--- src/rtl/mem_port_arbiter.sv ---
// mem_port_arbiter
//   Shares the single unified instruction/data memory between the multicycle
//   core (port C) and a DMA/program loader (port D). One transaction at a time
//   is granted in IDLE, held on the memory bus for MEM_LAT+1 ACCESS cycles, and
//   completed in DONE with a one-cycle ack (and read data) to its owner.
//
//   Build option MEM_ARB_RR_EN:
//     defined   - round-robin: on a tie the port that did not own the last
//                 transaction wins.
//     undefined - fixed priority (core wins ties); after STARVE_MAX core grants
//                 made while the loader was requesting, the next tie goes to D.
//
// Ports
//   clk, reset        clock (rising edge), asynchronous active-low reset
//   c_req/c_we        core request / write enable, held with c_adr/c_wd to c_ack
//   c_adr, c_wd       core address / write data
//   c_rd, c_ack       core read data (registered) / completion pulse
//   core_stall        c_req & ~c_ack, the only combinational output
//   d_req/d_we        loader request / write enable (same protocol as port C)
//   d_adr, d_wd       loader address / write data
//   d_rd, d_ack       loader read data (registered) / completion pulse
//   mem_we            memory write enable, first ACCESS cycle only
//   mem_adr, mem_wd   memory address / write data, stable through ACCESS
//   mem_rd            memory read data
//   owner             0 = core, 1 = loader
//   state             IDLE=0, ACCESS=1, DONE=2

module mem_port_arbiter #(
    parameter int unsigned AW         = 32,
    parameter int unsigned DW         = 32,
    parameter int unsigned MEM_LAT    = 1,
    parameter int unsigned STARVE_MAX = 4
) (
    input  logic          clk,
    input  logic          reset,
    input  logic          c_req,
    input  logic          c_we,
    input  logic [AW-1:0] c_adr,
    input  logic [DW-1:0] c_wd,
    output logic [DW-1:0] c_rd,
    output logic          c_ack,
    output logic          core_stall,
    input  logic          d_req,
    input  logic          d_we,
    input  logic [AW-1:0] d_adr,
    input  logic [DW-1:0] d_wd,
    output logic [DW-1:0] d_rd,
    output logic          d_ack,
    output logic          mem_we,
    output logic [AW-1:0] mem_adr,
    output logic [DW-1:0] mem_wd,
    input  logic [DW-1:0] mem_rd,
    output logic          owner,
    output logic [1:0]    state
);

    localparam int unsigned CNT_W = 4;

    typedef enum logic [1:0] {
        IDLE   = 2'd0,
        ACCESS = 2'd1,
        DONE   = 2'd2
    } state_t;

    state_t           state_q, state_n;
    logic [CNT_W-1:0] wait_q, wait_n;
    logic             owner_q, owner_n;
    logic             txn_we_q, txn_we_n;
    logic             mem_we_q, mem_we_n;
    logic [AW-1:0]    mem_adr_q, mem_adr_n;
    logic [DW-1:0]    mem_wd_q, mem_wd_n;
    logic             c_ack_q, c_ack_n;
    logic             d_ack_q, d_ack_n;
    logic [DW-1:0]    c_rd_q, c_rd_n;
    logic [DW-1:0]    d_rd_q, d_rd_n;

    logic any_req;
    logic grant;
    logic grant_d;

    assign any_req = c_req | d_req;
    assign grant   = (state_q == IDLE) && any_req;

`ifdef MEM_ARB_RR_EN
    // Last owner; starts as the loader so the core wins the first tie after reset.
    logic rr_last_q, rr_last_n;

    // Round-robin winner select and last-owner update.
    always_comb begin
        grant_d   = d_req & (~c_req | ~rr_last_q);
        rr_last_n = rr_last_q;
        if (grant) begin
            rr_last_n = grant_d;
        end
    end

    // Round-robin history register.
    always_ff @(posedge clk or negedge reset) begin
        if (!reset) begin
            rr_last_q <= 1'b1;
        end else begin
            rr_last_q <= rr_last_n;
        end
    end
`else
    // Core grants made while the loader was waiting; saturates at STARVE_MAX.
    logic [CNT_W-1:0] starve_q, starve_n;

    // Fixed priority with starvation escape for the loader.
    always_comb begin
        grant_d  = d_req & (~c_req | (starve_q >= CNT_W'(STARVE_MAX)));
        starve_n = starve_q;
        if (grant) begin
            if (grant_d) begin
                starve_n = '0;
            end else if (d_req && (starve_q < CNT_W'(STARVE_MAX))) begin
                starve_n = starve_q + CNT_W'(1);
            end
        end
    end

    // Starvation counter register.
    always_ff @(posedge clk or negedge reset) begin
        if (!reset) begin
            starve_q <= '0;
        end else begin
            starve_q <= starve_n;
        end
    end
`endif

    // Next-state and registered-output logic.
    always_comb begin
        state_n   = state_q;
        wait_n    = wait_q;
        owner_n   = owner_q;
        txn_we_n  = txn_we_q;
        mem_we_n  = 1'b0;
        mem_adr_n = mem_adr_q;
        mem_wd_n  = mem_wd_q;
        c_ack_n   = 1'b0;
        d_ack_n   = 1'b0;
        c_rd_n    = c_rd_q;
        d_rd_n    = d_rd_q;

        unique case (state_q)
            IDLE: begin
                if (any_req) begin
                    state_n   = ACCESS;
                    wait_n    = CNT_W'(MEM_LAT);
                    owner_n   = grant_d;
                    txn_we_n  = grant_d ? d_we  : c_we;
                    mem_we_n  = grant_d ? d_we  : c_we;
                    mem_adr_n = grant_d ? d_adr : c_adr;
                    mem_wd_n  = grant_d ? d_wd  : c_wd;
                end
            end
            ACCESS: begin
                // Ack and read data are registered on the last ACCESS edge so
                // they are visible during DONE.
                if (wait_q == '0) begin
                    state_n = DONE;
                    if (owner_q) begin
                        d_ack_n = 1'b1;
                        if (!txn_we_q) begin
                            d_rd_n = mem_rd;
                        end
                    end else begin
                        c_ack_n = 1'b1;
                        if (!txn_we_q) begin
                            c_rd_n = mem_rd;
                        end
                    end
                end else begin
                    wait_n = wait_q - CNT_W'(1);
                end
            end
            DONE: begin
                state_n = IDLE;
            end
            default: begin
                state_n = IDLE;
            end
        endcase
    end

    // State and datapath registers.
    always_ff @(posedge clk or negedge reset) begin
        if (!reset) begin
            state_q   <= IDLE;
            wait_q    <= '0;
            owner_q   <= 1'b0;
            txn_we_q  <= 1'b0;
            mem_we_q  <= 1'b0;
            mem_adr_q <= '0;
            mem_wd_q  <= '0;
            c_ack_q   <= 1'b0;
            d_ack_q   <= 1'b0;
            c_rd_q    <= '0;
            d_rd_q    <= '0;
        end else begin
            state_q   <= state_n;
            wait_q    <= wait_n;
            owner_q   <= owner_n;
            txn_we_q  <= txn_we_n;
            mem_we_q  <= mem_we_n;
            mem_adr_q <= mem_adr_n;
            mem_wd_q  <= mem_wd_n;
            c_ack_q   <= c_ack_n;
            d_ack_q   <= d_ack_n;
            c_rd_q    <= c_rd_n;
            d_rd_q    <= d_rd_n;
        end
    end

    assign state      = state_q;
    assign owner      = owner_q;
    assign mem_we     = mem_we_q;
    assign mem_adr    = mem_adr_q;
    assign mem_wd     = mem_wd_q;
    assign c_ack      = c_ack_q;
    assign d_ack      = d_ack_q;
    assign c_rd       = c_rd_q;
    assign d_rd       = d_rd_q;
    assign core_stall = c_req & ~c_ack_q;

endmodule
--- config.mk ---
export PLATFORM = sky130hd
export DESIGN_NAME = mem_port_arbiter
export DESIGN_NICKNAME = d
export VERILOG_FILES = /design/src/rtl/mem_port_arbiter.sv
export SDC_FILE = /design/constraint.sdc
export NUM_CORES = 1
export LEC_CHECK = 0
export ABC_AREA = 1
export BUFFER_PORTS_ARGS = -buffer_cell sky130_fd_sc_hd__buf_2
export CAP_MARGIN = 30
export CORE_MARGIN = 8
export CORE_UTILIZATION = 40
export DETAILED_ROUTE_END_ITERATION = 10
export PLACE_DENSITY = 0.69
export SYNTH_ARGS = -nofsm -noshare
export SYNTH_HDL_FRONTEND = slang
export SYNTH_SLANG_ARGS = --single-unit
--- constraint.sdc ---
create_clock -name clk -period 1.6 [get_ports clk]
set_input_delay 0.16 -clock clk [delete_from_list [all_inputs] [get_ports clk]]
set_output_delay 0.16 -clock clk [all_outputs]
set_load 0.01 [all_outputs]
==> results of run 1 <==
## metal layers
metal  part of all wire  vias to the layer above  global-route usage
li1                   -                     3441                   -
met1               0.41                     3155               0.248
met2               0.47                      322               0.328
met3              0.098                       27              0.0767
met4              0.016                        2              0.0739
met5            0.00036                        -                   0
## final timing paths
| kind | cells past startpoint | start | end | slack, ps |
|---|---|---|---|---|
| worst max-delay path | 6 | state[1]$_DFFE_PN0P_ | mem_wd[6]$_DFFE_PN0P_ | 170 |
| worst min-delay path | 3 | mem_rd[7] | d_rd[7]$_DFFE_PN0P_ | 20 |
| worst max register to register | 6 | state[1]$_DFFE_PN0P_ | mem_wd[6]$_DFFE_PN0P_ | 170 |
| worst min register to register | 2 | d_rd[3]$_DFFE_PN0P_ | d_rd[3]$_DFFE_PN0P_ | 470 |
| max in group asynchronous | 3 | reset | d_rd[13]$_DFFE_PN0P_ | 800 |
| min in group asynchronous | 2 | reset | d_rd[1]$_DFFE_PN0P_ | 170 |
## logic make-up after synthesis
group           count (synthesis)  share of synthesized area
simple gates                  554                      0.349
buf+inv                       208                      0.123
flops                         143                      0.516
compound gates                  6                    0.00487
fa+ha+maj                       3                    0.00542
xor+xnor                        1                    0.00126
## critical path, cell delays in order, from the launching register on
cell and delay (ps):
dfrtp_1 410, nor2_1 250, o21ai_4 110, inv_2 90
buf_4 270, nand3_1 150, nand2_1 80
## timing repair
action | 4_1_cts | 5_1_grt
hold buffers | 16 | 0
endpoints found under the hold margin | 164 | 0
endpoints found under the setup margin | 0 | 1
resized for setup | 0 | 1
## sequential cells by signal, indices dropped and copies added, names as in the netlist, 2 cells and up
signal and count:
starve_q 4, state 2, c_rd 32, d_rd 32
mem_adr 32, mem_wd 32, wait_q 4
## cells in the final DEF (no fill, tap or decap), types with 3 or more instances in the layout
cell type	count
bufinv_16	3
inv_6	3
nand3_1	139
nand2_1	338
inv_1	141
nor2_1	8
dlygate4sd3_1	16
inv_2	6
buf_2	299
o21ai_1	5
dfrtp_1	143
buf_12	6
clkbuf_16	17
buf_4	17
ha_1	3
clkinvlp_4	3
nand4_1	65
## cells in the mapped netlist
| cell type | instances | share of area |
|---|---|---|
| nand2_1 | 340 | 0.18 |
| dfrtp_1 | 143 | 0.52 |
| inv_1 | 141 | 0.076 |
| nand3_1 | 139 | 0.10 |
| nand4_1 | 65 | 0.059 |
| buf_2 | 34 | 0.025 |
| clkbuf_1 | 19 | 0.010 |
| nor2_1 | 9 | 0.0049 |
| buf_4 | 8 | 0.0087 |
| inv_2 | 6 | 0.0032 |
| o21ai_1 | 5 | 0.0036 |
| ha_1 | 3 | 0.0054 |
| nor2_2 | 1 | 0.00090 |
| o21ai_2 | 1 | 0.0013 |
| xnor2_1 | 1 | 0.0013 |
## power groups by stage
| stage | Clock (mW) | Combinational, mW | Sequential (mW) |
|---|---|---|---|
| final | 4.18 | 8.04 | 6.50 |
| after global routing | 4.44 | 9.00 | 6.70 |
| after CTS | 4.27 | 8.16 | 6.49 |
| after detailed placement | 0 | 8.16 | 6.48 |
| after global placement | 0 | 7.93 | 6.55 |
| after floorplan | 0 | 3.91 | 7.19 |
## through the flow
step           instances  worst slack [ps]  area, sq um  power [mW]  hold slack [ps]
6_report            1452               167         9480        18.7             21.4
5_1_grt             1452              25.1         9480        20.1             14.8
4_1_cts             1451               131         9480        18.9            0.790
3_5_place_dp        1403               147         8690        14.6             26.9
3_3_place_gp        1403               161         8690        14.5             29.6
2_1_floorplan        915               290         6930        11.1             -136
## area by class of cell
type                            count  area (sq um)  share of cell area
Timing Repair Buffer              340          1930               0.203
Antenna cell                        1          2.50            0.000264
Multi-Input combinational cell    564          2510               0.265
Sequential cell                   143          3580               0.377
Clock inverter                     13           175              0.0185
Tap cell                          225           282              0.0297
Clock buffer                       19           453              0.0478
Inverter                          147           552              0.0582
==> run metrics, run 1 <==
clock power share 0.223; io pins 301; Slew headroom 0.688; I/O Buffers 300; CTS Buffer Depth 2; Lkg Pwr 5.72 nW; via count 6947; Starting Density 0.405; crit share post-route 0.896; CTS buffer count 17; Least-Margin Pin Slew 467 ps; fin util 0.554; initial antenna violation count 2; Global Route Usage Sum 0.205; Fmax 698 MHz; Required @ worst endpoint 1950 ps; Clock Sinks 143; share of cells above drive strength 1 0.299; Avg Cell Area, Syn 7.57 sq um; max-slew violation count 0; Vias per Instance 4.78; 1st-iter DRT viols 385; fill count 1638; Post-CTS Setup Inserts 0; Comb power frac 0.430; Layout area overhead 36.8%; Seq cells post-synth 143; worst-skew pair later-pin latency 420 ps; DRT Pass-1 Iters 5; Chip Width 148 um; Worst EP arrival 1780 ps; RSZ-0062 raised after global routing false; status completed; Syn Nets 1084; placeable core area 17100 sq um; Cell variety after synth 15; Startpoint Class flip-flop; cell area power density 1970 nW/um^2; vias in the first global route 7007; row count 48; Placer Congestion 0.831; sequential share of the synthesized area 0.516; final setup vio count 0; Sequential Power Share 0.347; Synth Cell Area 6930 sq um; Residual DRC 0; clock skew 12.4 ps; first-pass GRT wire length 35.9 mm; die extent in y 148 um; internal cell power 10.9 mW; crit path max fanout 22; Overflow after GRT 0; maximum number of pins on one net before global-route repair 67; Crit. End Element flip-flop; H-tree depth 4; Post-Route WL 22.3 mm; maxcap violations 0; CP Class reg2reg; # nets final 1382; Final ANT Viol Nets 0; Root Driver clkbuf_16; Net Sw Power 7.79 mW; yosys warns 0; CTS tree built; sum of negative setup slack 0 ps; Post-DP HPWL 16.3 mm; switch share 0.416; Worst-path clk slew 60 ps; fin crit period 1430 ps; per-cell routed wire length 15.3 um; Synth Instances 915; Hold Crit Class in2reg; Fin. Hold Viols 0; peak supply drop 0.000949 V; full die area 21800 sq um
No activity file was read; power rests on OpenSTA's default activity.
==> run 2, diff against run 1 <==
==> constraint.sdc (replaced) <==
create_clock -name clk -period 1.6 [get_ports clk]
set_input_delay 0.24 -clock clk [delete_from_list [all_inputs] [get_ports clk]]
set_output_delay 0.24 -clock clk [all_outputs]
set_load 0.01 [all_outputs]
==> run 2 against run 1 <==
Effect of this change: worst hold slack improved by 54 ps; wire length increased by 0.42%; combinational power hardly changed; clock power shrank 3%.
==> run metrics, run 2 (synthesis results as in run 1) <==
status completed; Final ANT Viol Nets 0 (unchanged); Startpoint Class flip-flop; maxcap violations 0 (unchanged); Design Area, Final 9330 sq um (-1.6%); Fmax 679 MHz (-2.6%); Clock Sinks 143 (unchanged); row count 48 (unchanged); CTS tree built; Fin. Hold Viols 0 (unchanged); Chip Width 148 um (unchanged); commonest non-fill, non-tap cell in the layout nand2_1; CTS Buffer Depth 2 (unchanged); H-tree depth 4 (unchanged); final setup vio count 0 (unchanged); first-pass GRT wire length 35.8 mm (-0.12%); Hold Crit Class in2reg; sum of negative setup slack 0 ps (unchanged); most frequent cells in the layout nand2_1 (338), buf_2 (299), dfrtp_1 (143); RSZ-0062 raised after global routing false; fin crit period 1470 ps (+38.9 ps); Required @ worst endpoint 1910 ps (-40 ps); max-slew violation count 0 (unchanged); met3 usage 0.0761 (-0.000611); GRT met2 Usage 0.325 (-0.00321); placeable core area 17100 sq um (unchanged); crit share post-route 0.920 (+0.0243); io pins 301 (unchanged); Residual DRC 0 (unchanged); maximum number of pins on one net before global-route repair 70 (+4.5%); Post-DP HPWL 16.3 mm (-0.57%); per-cell routed wire length 15.6 um (+1.6%); CTS buffer count 17 (unchanged); final non-filler cell total 1435 (-1.2%); fin util 0.545 (-0.00914); Lkg Pwr 5.66 nW (-0.96%); worst-skew pair later-pin latency 420 ps (about the same); CP max stage cell dfrtp_1; Worst EP arrival 1780 ps (about the same); DRT Pass-1 Iters 5 (unchanged); ANT cells 0 (-1); share of cells above drive strength 1 0.303 (+0.00396); Least-Margin Pin Slew 574 ps (+107 ps); Crit. End Element flip-flop; I/O Buffers 300 (unchanged); # nets final 1366 (-1.2%); initial antenna violation count 0 (-2); via count 6938 (-0.13%); crit-path cells inv_1, ha_1, nand3_1, inv_2, nand3_1, buf_6, nand2_1, nand2_1; cell area power density 1990 nW/um^2 (+1.1%); Vias per Instance 4.83 (+1.1%); 1st-iter DRT viols 383 (-0.52%); Post-Route WL 22.4 mm (+0.42%); Placed Cells 1402 (-0.071%); most used routing layer met2; Worst-path clk slew 70 ps (about the same); clock skew 8.66 ps (-3.75 ps); CP Class reg2reg; crit path max fanout 32 (+45%); Overflow after GRT 0 (unchanged); die extent in y 148 um (unchanged); full die area 21800 sq um (unchanged); Slew headroom 0.617 (-0.0712); DP Area 8710 sq um (+0.20%); Root Driver clkbuf_16; vias in the first global route 7031 (+0.34%); Layout area overhead 34.6%; M1 GR Usage 0.248 (+0.000433); CP peak stage delay 370 ps (-40 ps); Global Route Usage Sum 0.205 (+0.000288); Placer Congestion 0.846 (+1.8%); Starting Density 0.405 (unchanged); peak supply drop 0.000854 V (-10%)
run 2: cell type report:
type                    instances  area [sq um]
clock inverters                15           176
well taps                     225           282
inverters                     147           552
repair buffers                324          1790
fillers                      1675          7790
multi-input cells             564          2520
flip-flops and latches        143          3580
clock buffers                  17           425
run 2: final timing paths:
path	cells past startpoint	startpoint	slack, ps	end
worst max-delay path	8	wait_q[1]$_DFFE_PN0P_	130	d_rd[18]$_DFFE_PN0P_
worst min-delay path	3	mem_rd[29]	80	d_rd[29]$_DFFE_PN0P_
worst max register to register	8	wait_q[1]$_DFFE_PN0P_	130	d_rd[18]$_DFFE_PN0P_
worst min register to register	2	d_rd[16]$_DFFE_PN0P_	470	d_rd[16]$_DFFE_PN0P_
max in group asynchronous	3	reset	740	mem_adr[25]$_DFFE_PN0P_
min in group asynchronous	2	reset	300	c_rd[2]$_DFFE_PN0P_
run 2: stage by stage:
stage | setup WS, ps | power [mW] | hold slack [ps]
2_1_floorplan | 290 | 11.1 | -55.6
3_3_place_gp | 154 | 14.5 | 182
3_5_place_dp | 140 | 14.7 | 182
4_1_cts | 119 | 18.8 | 53.4
5_1_grt | 16.8 | 20.0 | 65.6
6_report | 128 | 18.6 | 75.5
run 2: per-layer routing:
layer | up-vias | share of wire | routed length [um]
met1 | 3161 | 0.42 | 9300
met5 | - | 0 | 0
met2 | 324 | 0.46 | 10300
li1 | 3413 | - | -
met4 | 0 | 0.028 | 625
met3 | 40 | 0.097 | 2180
run 2: worst max-delay path: cells and delay by family (launching register included):
kind / cells / cell delay (ps)
adders and majority gates: 1 / 160
DFF: 1 / 370
and+or+nand+nor: 4 / 370
buffers and inverters: 3 / 440
run 2: power breakdown:
| group | switching [mW] | internal [mW] |
|---|---|---|
| clock network | 1.71 | 2.36 |
| registers | 1.07 | 5.43 |
| logic | 5.12 | 2.92 |
run 2: what timing repair did:
action,in CTS,in global routing
endpoints found under the hold margin,35,0
gates resized for setup,0,2
hold buffers,1,0
setup buffers,0,0
endpoints found under the setup margin,0,6
